`src/rtl/move_cmd_sequencer_if.sv`:
```
// Link between the move command sequencer and RemoteComm: the command word with
// its send strobe out, and transmit-complete plus the response byte back.
interface move_cmd_sequencer_if #(
    parameter int unsigned CMD_W  = 16,
    parameter int unsigned RESP_W = 8
);
    logic [CMD_W-1:0]  cmd;
    logic              snd_cmd;
    logic              cmd_snt;
    logic              resp_rdy;
    logic [RESP_W-1:0] resp;

    modport master (
        output cmd,
        output snd_cmd,
        input  cmd_snt,
        input  resp_rdy,
        input  resp
    );

    modport slave (
        input  cmd,
        input  snd_cmd,
        output cmd_snt,
        output resp_rdy,
        output resp
    );
endinterface

```
`src/rtl/move_cmd_sequencer.sv`:
```
// Move command sequencer: queues Knight commands from a host loader, then plays
// them one at a time to RemoteComm, checking every response against ACK_VAL.
// Stops with a sticky error on send timeout, NAK, response timeout or abort.
// Optional macro SEQ_RETRY_EN: a failed command is re-issued up to MAX_RETRY
// times before giving up, and a retry_cnt output reports total retries.
module move_cmd_sequencer #(
    parameter int unsigned       DEPTH        = 16,
    parameter int unsigned       CMD_W        = 16,
    parameter int unsigned       RESP_W       = 8,
    parameter logic [RESP_W-1:0] ACK_VAL      = RESP_W'(8'hA5),
    parameter int unsigned       TIMEOUT_CLKS = 1000000,
    parameter int unsigned       MAX_RETRY    = 2,
    localparam int unsigned      PTR_W        = $clog2(DEPTH),
    localparam int unsigned      CNT_W        = PTR_W + 1
) (
    input  logic                 clk,
    input  logic                 rst_n,
    input  logic                 wr_en,
    input  logic [CMD_W-1:0]     wr_cmd,
    input  logic                 start,
    input  logic                 abort,
    move_cmd_sequencer_if.master rc,
    output logic                 full,
    output logic [CNT_W-1:0]     count,
    output logic                 busy,
    output logic                 done,
    output logic                 err,
`ifdef SEQ_RETRY_EN
    output logic [1:0]           err_code,
    output logic [1:0]           retry_cnt,
`else
    output logic [1:0]           err_code,
`endif
    output logic [CNT_W-1:0]     cmds_done
);

`ifdef SEQ_RETRY_EN
    localparam bit RetryEn = 1'b1;
`else
    localparam bit RetryEn = 1'b0;
`endif
    // With retries disabled the limit is zero, so every failure is final.
    localparam int unsigned RetryLimit = RetryEn ? MAX_RETRY : 0;

    typedef enum logic [2:0] {
        StIdle,
        StIssue,
        StWaitSnt,
        StWaitResp,
        StDone,
        StErr
    } state_e;

    state_e            state_q, state_d;
    logic [CMD_W-1:0]  mem_q [DEPTH];
    logic [PTR_W-1:0]  wr_ptr_q, rd_ptr_q;
    logic [CNT_W-1:0]  count_q;
    logic [CMD_W-1:0]  cmd_q;
    logic [31:0]       timer_q, timer_d;
    logic              done_q, err_q;
    logic [1:0]        err_code_q;
    logic [CNT_W-1:0]  cmds_done_q;
    logic [7:0]        try_q;

    logic              busy_s, timeout, retry_ok;
    logic              push, pop, run_clr, fail, enter_err;
    logic [1:0]        fail_code;

    assign busy_s    = (state_q == StIssue) || (state_q == StWaitSnt) || (state_q == StWaitResp);
    assign timeout   = (timer_q == TIMEOUT_CLKS - 1);
    assign retry_ok  = (32'(try_q) < RetryLimit);
    assign enter_err = (state_d == StErr) && (state_q != StErr);

    // Next-state decode; abort overrides every other event in a busy state.
    always_comb begin
        state_d   = state_q;
        push      = 1'b0;
        pop       = 1'b0;
        run_clr   = 1'b0;
        fail      = 1'b0;
        fail_code = 2'd0;
        unique case (state_q)
            StIdle: begin
                push = wr_en && !full;
                if (start) begin
                    run_clr = 1'b1;
                    state_d = (count_q != '0) ? StIssue : StDone;
                end
            end
            StIssue: state_d = StWaitSnt;
            StWaitSnt: begin
                if (rc.cmd_snt) begin
                    state_d = StWaitResp;
                end else if (timeout) begin
                    fail      = 1'b1;
                    fail_code = 2'd1;
                end
            end
            StWaitResp: begin
                if (rc.resp_rdy) begin
                    if (rc.resp == ACK_VAL) begin
                        pop     = 1'b1;
                        state_d = (count_q == CNT_W'(1)) ? StDone : StIssue;
                    end else begin
                        fail      = 1'b1;
                        fail_code = 2'd2;
                    end
                end else if (timeout) begin
                    fail      = 1'b1;
                    fail_code = 2'd3;
                end
            end
            StDone:  state_d = StIdle;
            StErr:   state_d = StIdle;
            default: state_d = StIdle;
        endcase
        if (fail) begin
            state_d = retry_ok ? StIssue : StErr;
        end
        if (abort && busy_s) begin
            state_d = StErr;
            pop     = 1'b0;
            fail    = 1'b0;
        end
    end

    // Wait timer restarts on every state change and counts only while waiting.
    always_comb begin
        timer_d = timer_q;
        if (state_d != state_q) begin
            timer_d = '0;
        end else if ((state_q == StWaitSnt) || (state_q == StWaitResp)) begin
            timer_d = timer_q + 32'd1;
        end
    end

    // State, queue pointers and run status; entering the error state flushes the queue.
    always_ff @(posedge clk) begin
        if (!rst_n) begin
            state_q     <= StIdle;
            timer_q     <= '0;
            wr_ptr_q    <= '0;
            rd_ptr_q    <= '0;
            count_q     <= '0;
            cmd_q       <= '0;
            done_q      <= 1'b0;
            err_q       <= 1'b0;
            err_code_q  <= 2'd0;
            cmds_done_q <= '0;
            try_q       <= '0;
        end else begin
            state_q <= state_d;
            timer_q <= timer_d;
            if (enter_err) begin
                wr_ptr_q <= '0;
                rd_ptr_q <= '0;
                count_q  <= '0;
            end else begin
                if (push) wr_ptr_q <= wr_ptr_q + 1'b1;
                if (pop)  rd_ptr_q <= rd_ptr_q + 1'b1;
                count_q <= count_q + CNT_W'(push) - CNT_W'(pop);
            end
            if (state_q == StIssue) cmd_q <= mem_q[rd_ptr_q];
            if (run_clr) begin
                done_q      <= 1'b0;
                err_q       <= 1'b0;
                err_code_q  <= 2'd0;
                cmds_done_q <= '0;
                try_q       <= '0;
            end
            if (state_q == StDone) done_q <= 1'b1;
            if (enter_err) begin
                err_q <= 1'b1;
                if (fail) err_code_q <= fail_code;
            end
            if (pop) begin
                cmds_done_q <= cmds_done_q + 1'b1;
                try_q       <= '0;
            end else if (fail && retry_ok) begin
                try_q <= try_q + 8'd1;
            end
        end
    end

    // Command storage; contents need no reset since count gates every read.
    always_ff @(posedge clk) begin
        if (rst_n && push) mem_q[wr_ptr_q] <= wr_cmd;
    end

`ifdef SEQ_RETRY_EN
    logic [1:0] retry_cnt_q;

    // Total retries in the current run, saturating at 3.
    always_ff @(posedge clk) begin
        if (!rst_n) begin
            retry_cnt_q <= 2'd0;
        end else if (run_clr) begin
            retry_cnt_q <= 2'd0;
        end else if (fail && retry_ok && (retry_cnt_q != 2'd3)) begin
            retry_cnt_q <= retry_cnt_q + 2'd1;
        end
    end

    assign retry_cnt = retry_cnt_q;
`endif

    // The head is shown live while issuing so cmd is valid alongside snd_cmd.
    assign rc.cmd     = (state_q == StIssue) ? mem_q[rd_ptr_q] : cmd_q;
    assign rc.snd_cmd = (state_q == StIssue);
    assign full       = (count_q == CNT_W'(DEPTH));
    assign count      = count_q;
    assign busy       = busy_s;
    assign done       = done_q;
    assign err        = err_q;
    assign err_code   = err_code_q;
    assign cmds_done  = cmds_done_q;

endmodule

```
`src/flat_wrapper.sv`:
```
// flat-port wrapper written by rule: the top's interface ports become plain ports
module move_cmd_sequencer_flat 
#(
    parameter int unsigned       DEPTH        = 16,
    parameter int unsigned       CMD_W        = 16,
    parameter int unsigned       RESP_W       = 8,
    parameter logic [RESP_W-1:0] ACK_VAL      = RESP_W'(8'hA5),
    parameter int unsigned       TIMEOUT_CLKS = 1000000,
    parameter int unsigned       MAX_RETRY    = 2,
    localparam int unsigned      PTR_W        = $clog2(DEPTH),
    localparam int unsigned      CNT_W        = PTR_W + 1
)
  (clk, rst_n, wr_en, wr_cmd, start, abort, full, count, busy, done, err, err_code, cmds_done, rc_cmd, rc_snd_cmd, rc_cmd_snt, rc_resp_rdy, rc_resp);
  move_cmd_sequencer_if #(.CMD_W(CMD_W), .RESP_W(RESP_W)) rc_i ();
  input  logic clk;
  input  logic rst_n;
  input  logic wr_en;
  input  logic [CMD_W-1:0] wr_cmd;
  input  logic start;
  input  logic abort;
  output logic full;
  output logic [CNT_W-1:0] count;
  output logic busy;
  output logic done;
  output logic err;
  output logic [1:0] err_code;
  output logic [CNT_W-1:0] cmds_done;
  output wire logic [$bits(rc_i.cmd)-1:0] rc_cmd;
  output wire logic [$bits(rc_i.snd_cmd)-1:0] rc_snd_cmd;
  input wire logic [$bits(rc_i.cmd_snt)-1:0] rc_cmd_snt;
  input wire logic [$bits(rc_i.resp_rdy)-1:0] rc_resp_rdy;
  input wire logic [$bits(rc_i.resp)-1:0] rc_resp;
  assign rc_cmd = rc_i.cmd;
  assign rc_snd_cmd = rc_i.snd_cmd;
  assign rc_i.cmd_snt = rc_cmd_snt;
  assign rc_i.resp_rdy = rc_resp_rdy;
  assign rc_i.resp = rc_resp;
  move_cmd_sequencer #(.DEPTH(DEPTH), .CMD_W(CMD_W), .RESP_W(RESP_W), .ACK_VAL(ACK_VAL), .TIMEOUT_CLKS(TIMEOUT_CLKS), .MAX_RETRY(MAX_RETRY)) u_core (.clk(clk), .rst_n(rst_n), .wr_en(wr_en), .wr_cmd(wr_cmd), .start(start), .abort(abort), .rc(rc_i), .full(full), .count(count), .busy(busy), .done(done), .err(err), .err_code(err_code), .cmds_done(cmds_done));
endmodule
```
`config.mk`:
```
export PLATFORM = sky130hd
export DESIGN_NAME = move_cmd_sequencer_flat
export DESIGN_NICKNAME = d
export VERILOG_FILES = /design/src/rtl/move_cmd_sequencer_if.sv /design/src/rtl/move_cmd_sequencer.sv /design/src/flat_wrapper.sv
export SDC_FILE = /design/constraint.sdc
export NUM_CORES = 1
export LEC_CHECK = 0
export ABC_AREA = 1
export CAP_MARGIN = 15
export CORE_MARGIN = 5
export CORE_UTILIZATION = 55
export CTS_CLUSTER_SIZE = 28
export DETAILED_ROUTE_END_ITERATION = 8
export GPL_TIMING_DRIVEN = 0
export PLACE_DENSITY = 0.8
export SETUP_SLACK_MARGIN = 0.15
export SLEW_MARGIN = 20
export SYNTH_ARGS = -nofsm -noshare
export SYNTH_HDL_FRONTEND = slang
export SYNTH_SLANG_ARGS = --single-unit
export TNS_END_PERCENT = 20
```
`constraint.sdc`:
```
create_clock -name clk -period 3.2 [get_ports clk]
set_input_delay 0.32 -clock clk [delete_from_list [all_inputs] [get_ports clk]]
set_output_delay 0.32 -clock clk [all_outputs]
set_load 0.1 [all_outputs]
```
# Word level (Yosys, flattened, before mapping)
# Memory sizes are Yosys's and may differ from the RTL's. A register that Yosys moved wholly into a read port is not among the register bits.
# Index checks and enable logic that the tools add are counted.
[totals]
regBits = 73
latch_bits = 0
mem_bits_rw = 256
rom_bits = 0
elab_cells = 85
mem_count = 1
[op_classes]
n_addsub = 6
multipliers = 0
div = 0
magnitude_cmp = 0
n_eq_ne = 11
n_shift = 0
n_mux = 41
n_bitwise = 1
n_reduce_logical = 15
[mem_list]
columns = ["name", "depth", "word_bits", "read_ports", "rd_clocked_by_memory_dff", "wr", "line_no", "rtl"]
rows = [
  ["u_core.mem_q", 16, 16, 1, 1, 1, "move_cmd_sequencer.sv:55", "logic [CMD_W-1:0] mem_q [DEPTH];"],
]
[ops]
columns = ["op", "count"]
rows = [
  ["adder 32 x 1 -> 32 bit (second input constant)", 1],
  ["== test 32 x 20 -> 1 bit (second input constant)", 1],
  ["2-to-1 mux 3 bit", 8],
  ["2-to-1 mux 1 bit", 18],
  ["2-to-1 mux 16 bit", 1],
  ["2-to-1 mux 2 bit", 7],
  ["case mux 3 bit (4 select lines)", 1],
  ["2-to-1 mux 5 bit", 2],
  ["adder 4 x 1 -> 4 bit (second input constant)", 2],
  ["== test 8 bit (second input constant)", 1],
  ["2-to-1 mux 4 bit", 2],
  ["== test 3 x 2 -> 1 bit (second input constant)", 2],
  ["== test 3 bit (second input constant)", 2],
  ["nonzero test 2 bit", 3],
  ["adder 5 x 1 -> 5 bit", 1],
  ["adder 5 x 1 -> 5 bit (second input constant)", 1],
  ["== test 5 x 1 -> 1 bit (second input constant)", 1],
  ["== test 5 bit (second input constant)", 1],
  ["nonzero test 5 bit", 1],
  ["subtractor 5 x 1 -> 5 bit", 1],
  ["logical AND 1 bit", 4],
  ["case mux 2 bit (2 select lines)", 1],
  ["OR reduction 2 bit", 2],
  ["== test 3 x 1 -> 1 bit (second input constant)", 1],
  ["7 further kinds", 9],
]

# Logic depth before layout (Yosys ltp)
# Gate-level depths: netlist of the first run.
[depth]
ltp_word = 11
depth_mapped = 16

# Worst setup path after synthesis of the first run
# No wires, ideal clock.
[synth_path]
path_kind = "reg-to-reg"
startpoint = "reg u_core.count_q[2] (netlist: u_core.count[2])"
endpoint = "mem u_core.mem_q[3][0] (enable)"
setup_time_ns = 0.409
arrival_time_ns = 3.153
path_slack_ns = -0.363
stages_incl_launch_ff = 10
synth_period_minus_slack_ns = 3.563
cell_sequence = "dfxtp_1 inv_1 ha_1 inv_1 nor2_1 nand3_1 nand3_1 inv_1 nand2_1 nor3_1"
[synth_via]
elab_chain_cells = 7
[synth_lines]
columns = ["element", "line_no", "rtl"]
rows = [
  ["start, declared", "move_cmd_sequencer.sv:57", "logic [CNT_W-1:0] count_q;"],
  ["start signal, assigned", "move_cmd_sequencer.sv:161", "count_q <= count_q + CNT_W'(push) - CNT_W'(pop);"],
  ["== test 5 bit", "move_cmd_sequencer.sv:210", "assign full = (count_q == CNT_W'(DEPTH));"],
  ["zero test 1 bit", "move_cmd_sequencer.sv:84", "push = wr_en && !full;"],
  ["logical AND 1 bit", "move_cmd_sequencer.sv:84", ""],
  ["2-to-1 mux 1 bit", "move_cmd_sequencer.sv:82", "unique case (state_q)"],
  ["logical AND 1 bit", "move_cmd_sequencer.sv:187", "if (rst_n && push) mem_q[wr_ptr_q] <= wr_cmd;"],
  ["2-to-1 mux 1 bit", "move_cmd_sequencer.sv:187", ""],
  ["2-to-1 mux 1 bit (implied by the code)", "move_cmd_sequencer.sv:187", ""],
  ["end, declared", "move_cmd_sequencer.sv:55", ""],
]
# Every way passes these cells.

==> results.md, run 1 <==
* Series of cell instances along the critical path: inv_2 -> clkbuf_1 -> o21ai_0 -> o221ai_1 -> nand3_1 -> nand2_1 -> nand2_1 -> nand2_1 -> buf_8
* Kind of launch point of the worst setup path: flop
* Weighted congestion at the end of routability-driven global placement at 0.894
* Worst vdd rail ir drop at 0.835 mV
* Dominant combinational cell family by area after synthesis: simple AND/OR/NAND/NOR gates
* RR Endpoint: u_core.count[4]$_SDFF_PP0_
* Initial Utilization at 56.1%
* Layout cells sized above 1 at 15.3%
* CTS root buffer: clkbuf_16
* Dpl cells at 1,716
* IO Count at 64
* Total wire length after detailed routing at 37.9 mm
* Wire length per cell at 21.3 um
* Maximum number of pins on one net before global-route repair at 17
* Worst Setup Path Type: reg -> out
* Slew margin rel. at 31.5%
* Max stage delay cell, worst path: clkbuf_1
* Crit path time final at 3.09 ns
* Maximum fanout count along the critical path at 10
* Buffer and inverter count on the worst path at 3
* CTS tree: done
* Row Count at 58
* Total congestion overflow at 0
* Clock sink count at 333
* Leakage at 5.98 nW
* Clock buffer depth at 3
* Primary FF master, synth: edfxtp_1
* Area growth from synthesis to layout at 18.9%
* Number of failing hold endpoints at the final stage at 0
* Xor/xnor cell area share of the yosys netlist at 2.35%
* Crit path capture type: output port
* Via-to-Cell Ratio at 6.03
* EDFF count, synth at 256
* Die footprint at 29,100 sq um
* Mux share of post-synthesis cell area at 0.141%
* Cell family with the largest share of critical-path delay: buffers and inverters
* CP dominant cell by count: nand2_1
* Worst Hold Path Cells at 2
* Number of max-capacitance violations reported at 0
* Worst skew pair latency at 0.53 ns
* Arrival time at the worst endpoint at 2.77 ns
* Clock skew after layout at 0.0260 ns
* Synthesis Warnings at 0
* Post-synth net total at 1,349
* Final #Nets at 1,467
* Slew Limit Fails at 0
* # port buffers at 63
* Placed wire-length estimate at 25.3 mm
* Netlist area before placement at 14,200 sq um
* Fraction of the mapped netlist area in compound gates at 10.4%
* Via count of the first global-routing pass at 10.5k
* Final setup violating endpoints at 0
* Startpoint of the worst register-to-register path: u_core.state_q[1]$_SDFF_PN0_
* Post-synth top area cell: edfxtp_1
* Final period util at 96.4%
* Areal power density over the cells at 696 nW/um^2
* Data required time at the worst endpoint at 2.88 ns
* Vias after detailed routing at 10.7k
* Unrepaired setup endpoints after global routing: true
* Internal reg-to-reg setup slack at 0.36 ns
* Largest stage delay on the critical path at 0.37 ns
* Clock buffers created by TritonCTS at 34
* Post-CTS setup buffers at 0
* Total track usage at 26.0%
* Avg Inst Size Synth at 10.9 sq um
* Cell Count, Final, Fillers Out at 1,777
* DRT antenna net count at 0
* Result of the run: finished clean
* Global-route wire length before repair at 58.0 mm
* Die span in y at 170 um
* Clock slew at reported path FFs at 0.06 ns
* Antenna diode count at 0
* Hold wc startpoint: u_core.cmd_q[10]$_SDFF_PN0_
* Post-synthesis cell type count at 41
* First-pass iteration count of the detailed router at 6
* Slew of the pin with the lowest slew margin at 1.02 ns
* First DRT Iteration DRCs at 1,506
* Share of synthesized cell area in full adder, half adder and majority cells at 1.29%
* Total power at 11.7 mW
* Highest Clock Rate at 0.324 GHz
* Top-area cell type share of the netlist area at 54.3%
* Flops & latches, synth at 333
* Horizontal die dimension at 170 um
* Number of remaining DRC errors at 0
* Proportion of synthesized flip-flops having asynchronous set or reset at 0%
* Hold path endpoint: u_core.cmd_q[10]$_SDFF_PN0_
* Post-Syn Instances at 1,304
* Worst reg2reg path depth at 15
* Hold/Removal Path Class: reg -> reg
* Area share of and/or/nand/nor cells after synthesis at 16.6%
* H-tree depth reported by CTS at 2
* Largest cells by area after synthesis: edfxtp_1 54%, dfxtp_1 11%, nor2_1 5.8%
* Antenna violations before repair at 1
* Final sum of negative setup slack at 0 ns
* Core footprint at 25,300 sq um
* Register area share after synthesis at 65.2%
[logic make-up after synthesis]
family	after synthesis
simple gates	523
mux	2
fa+ha+maj	14
buf+inv	143
flops	333
compound gates	251
xor+xnor	38
[Yosys cell counts, drive strengths merged, types with 25 or more instances]
cell type,count
nand2,167
nor2,257
xor2,25
a21oi,39
o221ai,50
dfxtp,77
o21ai,146
clkbuf,46
edfxtp,256
nor3,27
nand3,56
inv,80
[state kept, by name (all words and copies together), names as in the netlist, named ones only]
register / flops
u_core.cmds_done: 5
u_core.done: 1
u_core.count: 5
u_core.timer_q: 32
u_core.err: 1
u_core.mem_q: 256
u_core.wr_ptr_q: 4
u_core.cmd_q: 16
u_core.rd_ptr_q: 4
u_core.state_q: 3
u_core.err_code: 2
[cells in the final DEF, fill, tap and decap left out, drive strengths merged, types with 2 or more instances in the layout]
cell type / count
o22ai: 14
nor2: 257
clkdlybuf4s50: 46
edfxtp: 256
ha: 13
o221ai: 50
nor4: 2
dfxtp: 77
clkbuf: 90
buf: 51
nor3: 27
nand4: 12
a21oi: 39
nand2: 167
o21ai: 146
xnor2: 13
nand3: 56
bufinv: 6
mux2i: 2
clkinv: 9
xor2: 25
inv: 82
[final cells by class]
type / count / area [sq um]
Timing Repair Buffer: 82 / 883
Sequential cell: 333 / 9230
Clock buffer: 44 / 921
Fill cell: 1802 / 8420
Tap cell: 330 / 413
Clock inverter: 17 / 250
Inverter: 81 / 307
Multi-Input combinational cell: 828 / 4480
Buffer: 62 / 353
[tightest hold or removal path, stage by stage, from the launching register on]
cell and delay (ns):
dfxtp_1 0.29, nand2_1 0.07, a21oi_1 0.06
[worst max-delay path by stage]
stage	startpoint	endpoint	slack, ns	cells past startpoint
after floorplan	u_core.count[1]$_SDFF_PP0_	u_core.mem_q[5][0]$_DFFE_PP_	-0.06	6
after global placement	rst_n	u_core.mem_q[9][12]$_DFFE_PP_	-0.78	5
after detailed placement	flop	rc_cmd[12]	-0.52	9
after CTS	flop	rc_cmd[1]	0.12	11
after global routing	flop	rc_cmd[6]	0.11	9
final	flop	rc_cmd[0]	0.11	9
[routing by layer]
layer,part of all wire (%),global-route usage [%],vias up
met5,0.018,0,-
met4,2.9,8.78,2
met3,13,7.18,103
met2,47,42.1,727
met1,37,34.2,5072
li1,-,-,4819
[through the flow]
step	utilization (%)	instance area, sq um	setup slack (ns)	hold WS (ns)
detailed placement	61.4	15500	-0.520	0.466
global placement	60.3	15200	-0.785	0.457
finish	66.7	16800	0.114	0.477
CTS	66.3	16700	0.123	0.475
global route	66.7	16800	0.113	0.497
floorplan	-	14200	-0.0595	0.418
[power by group]
part	leakage [nW]	internal, mW	switching, mW	total, mW
registers	2.93	4.83	0.0811	4.91
logic	2.49	0.650	1.98	2.63
clock network	0.570	2.53	1.64	4.17
[repair_timing]
action,4_1_cts,5_1_grt
hold buffers,0,0
endpoints found under the setup margin,17,18
gates resized for setup,150,33
pin swaps,0,2
(Power assumes the default switching activity.)
==> inputs of run 2 (changes only) <==
Settings changed: REMOVE_ABC_BUFFERS from default to 1.
==> results.md, run 2 (synthesis results as in run 1) <==
* Final #Nets at 1,420 (-3.2%)
* Result of the run: finished clean
* Total power at 11.2 mW (-4.0%)
* Critical Path Start: u_core.state_q[0]$_SDFF_PN0_
* Worst vdd rail ir drop at 0.887 mV (+6.3%)
* Core footprint at 25,300 sq um (unchanged)
* Via-to-Cell Ratio at 6.00 (-0.61%)
* Number of failing hold endpoints at the final stage at 0 (unchanged)
* Number of max-capacitance violations reported at 0 (unchanged)
* Antenna diode count at 0 (unchanged)
* Die footprint at 29,100 sq um (unchanged)
* CTS tree: done
* Total congestion overflow at 0 (unchanged)
* Dpl cells at 1,660 (-3.3%)
* Slew of the pin with the lowest slew margin at 0.992 ns (-0.0315 ns)
* Slew Limit Fails at 0 (unchanged)
* Leakage at 5.80 nW (-3.1%)
* Arrival time at the worst endpoint at 2.70 ns (-0.07 ns)
* Crit path time final at 3.02 ns (-0.0616 ns)
* Largest stage delay on the critical path at 1.14 ns (+0.77 ns)
* Max FFs per register at 256 (unchanged)
* DRT antenna net count at 0 (unchanged)
* Layout cells sized above 1 at 13.1% (-2.3 points)
* First-pass iteration count of the detailed router at 6 (unchanged)
* Vias after detailed routing at 10.4k (-3.2%)
* Areal power density over the cells at 677 nW/um^2 (-2.7%)
* Worst skew pair latency at 0.52 ns (about the same)
* Maximum fanout count along the critical path at 5 (-5)
* Hold/Removal Path Class: reg -> reg
* Clock skew after layout at 0.0191 ns (-0.00689 ns)
* Total wire length after detailed routing at 34.8 mm (-8.1%)
* Unrepaired setup endpoints after global routing: true
* Horizontal die dimension at 170 um (unchanged)
* Crit path capture type: output port
* Initial Utilization at 56.1% (unchanged)
* Met2 layer usage reported by global route at 37.6% (-4.5 points)
* Kind of launch point of the worst setup path: flop
* Clock buffer depth at 3 (unchanged)
* Via count of the first global-routing pass at 10.2k (-2.5%)
* Max stage delay cell, worst path: clkdlybuf4s50_1
* Most common cell after layout, fill and taps aside: edfxtp_1
* Top flop regs: u_core.mem_q x256, u_core.timer_q x32, u_core.cmd_q x16
* First DRT Iteration DRCs at 1,363 (-9.5%)
* Wire length per cell at 20.1 um (-5.6%)
* Slew margin rel. at 33.6% (+2.1 points)
* Final sum of negative setup slack at 0 ns (unchanged)
* Clock slew at reported path FFs at 0.06 ns (about the same)
* Startpoint of the worst register-to-register path: u_core.count[2]$_SDFF_PP0_
* Series of cell instances along the critical path: inv_1 -> nor3_4 -> buf_4 -> clkdlybuf4s50_1
* Area growth from synthesis to layout at 17.3%
* Maximum number of pins on one net before global-route repair at 73 (+56)
* Data required time at the worst endpoint at 2.88 ns (about the same)
* Global-route wire length before repair at 52.9 mm (-8.7%)
* Highest Clock Rate at 0.331 GHz (+2.0%)
* Met3 layer usage reported by global route at 4.37% (-2.8 points)
* Placed wire-length estimate at 19.7 mm (-22%)
* Largest reg by FF count: u_core.mem_q
* Cell Count, Final, Fillers Out at 1,731 (-2.6%)
* CTS root buffer: clkbuf_16
* Clock sink count at 333 (unchanged)
* Least setup slack across all paths after layout at 0.176 ns (+0.0616 ns)
* # port buffers at 63 (unchanged)
* Worst Setup Path Type: reg -> out
* Clock buffers created by TritonCTS at 34 (unchanged)
* Hold wc startpoint: u_core.cmd_q[0]$_SDFF_PN0_
* Weighted congestion at the end of routability-driven global placement at 0.857 (-4.1%)
* Antenna violations before repair at 0 (-1)
* Total track usage at 23.1% (-2.9 points)
* Number of remaining DRC errors at 0 (unchanged)
* Final period util at 94.5% (-1.9 points)
* Met1 usage at 30.8% (-3.3 points)
* Row Count at 58 (unchanged)
* Worst slack at placement at -0.765 ns (-0.245 ns)
* GRT busiest layer: met2
* Die span in y at 170 um (unchanged)
* IO Count at 64 (unchanged)
* Commonest cells after routing, fill and taps aside: 256 x edfxtp_1, 210 x nor2_1, 161 x nand2_1
* H-tree depth reported by CTS at 2 (unchanged)
* Final setup violating endpoints at 0 (unchanged)
[run 2: cell count changes in the layout (fill, tap and decap cells not counted), moves of 4 or more]
cell | previous run | this run
clkbuf_2 | 29 | 0
buf_6 | 22 | 13
clkbuf_1 | 20 | 11
inv_1 | 74 | 70
nand3_1 | 49 | 53
nand3_2 | 7 | 3
nor2_2 | 41 | 37
nor2_4 | 4 | 8
[run 2: worst max-delay path: cells and delay by family (launching register included)]
family,cells,cell delay (ns)
buf+inv,3,1.48
flops,1,0.40
simple gates,1,0.31
[run 2: where the power goes]
group	leakage (nW)	total, mW	internal, mW	switching, mW
registers	2.93	4.93	4.83	0.102
logic	2.35	2.43	0.553	1.87
clock network	0.524	3.89	2.25	1.63
total	5.80	11.2	7.63	3.61
[run 2: path summary, 6_finish.rpt]
check / slack [ns] / depth (start not counted) / endpoint
max: 0.18 / 4 / rc_snd_cmd
min: 0.47 / 2 / u_core.cmd_q[0]$_SDFF_PN0_
max reg2reg: 0.36 / 11 / u_core.mem_q[0][10]$_DFFE_PP_
min reg2reg: 0.47 / 2 / u_core.cmd_q[0]$_SDFF_PN0_
[run 2: repair_timing]
action,in CTS,in global routing
endpoints found under the setup margin,17,19
hold buffers,0,0
gates cloned,1,4
setup buffers,3,1
hold endpoints to repair,0,0
pin swaps,1,1
resized for setup,92,15
[run 2: stage by stage]
step / utilization, % / area [sq um] / hold slack [ns]
3_5_place_dp: 60.8 / 15400 / 0.464
4_1_cts: 65.2 / 16500 / 0.473
6_report: 65.8 / 16600 / 0.473
3_3_place_gp: 59.1 / 14900 / 0.460
5_1_grt: 65.8 / 16600 / 0.501
2_1_floorplan: - / 13900 / 0.418
[run 2: routing by layer]
metal	share of wire, %	routed length (um)
met5	0	0
met4	4.2	1480
met3	10	3620
met2	46	16200
met1	39	13500
[run 2: cell type report]
cell class | count | area (sq um)
Sequential cell | 333 | 9240
Fill cell | 1835 | 8640
Multi-Input combinational cell | 828 | 4440
Timing Repair Buffer | 97 | 1100
Clock buffer | 46 | 906
Tap cell | 330 | 413
Inverter | 81 | 333
Clock inverter | 16 | 179
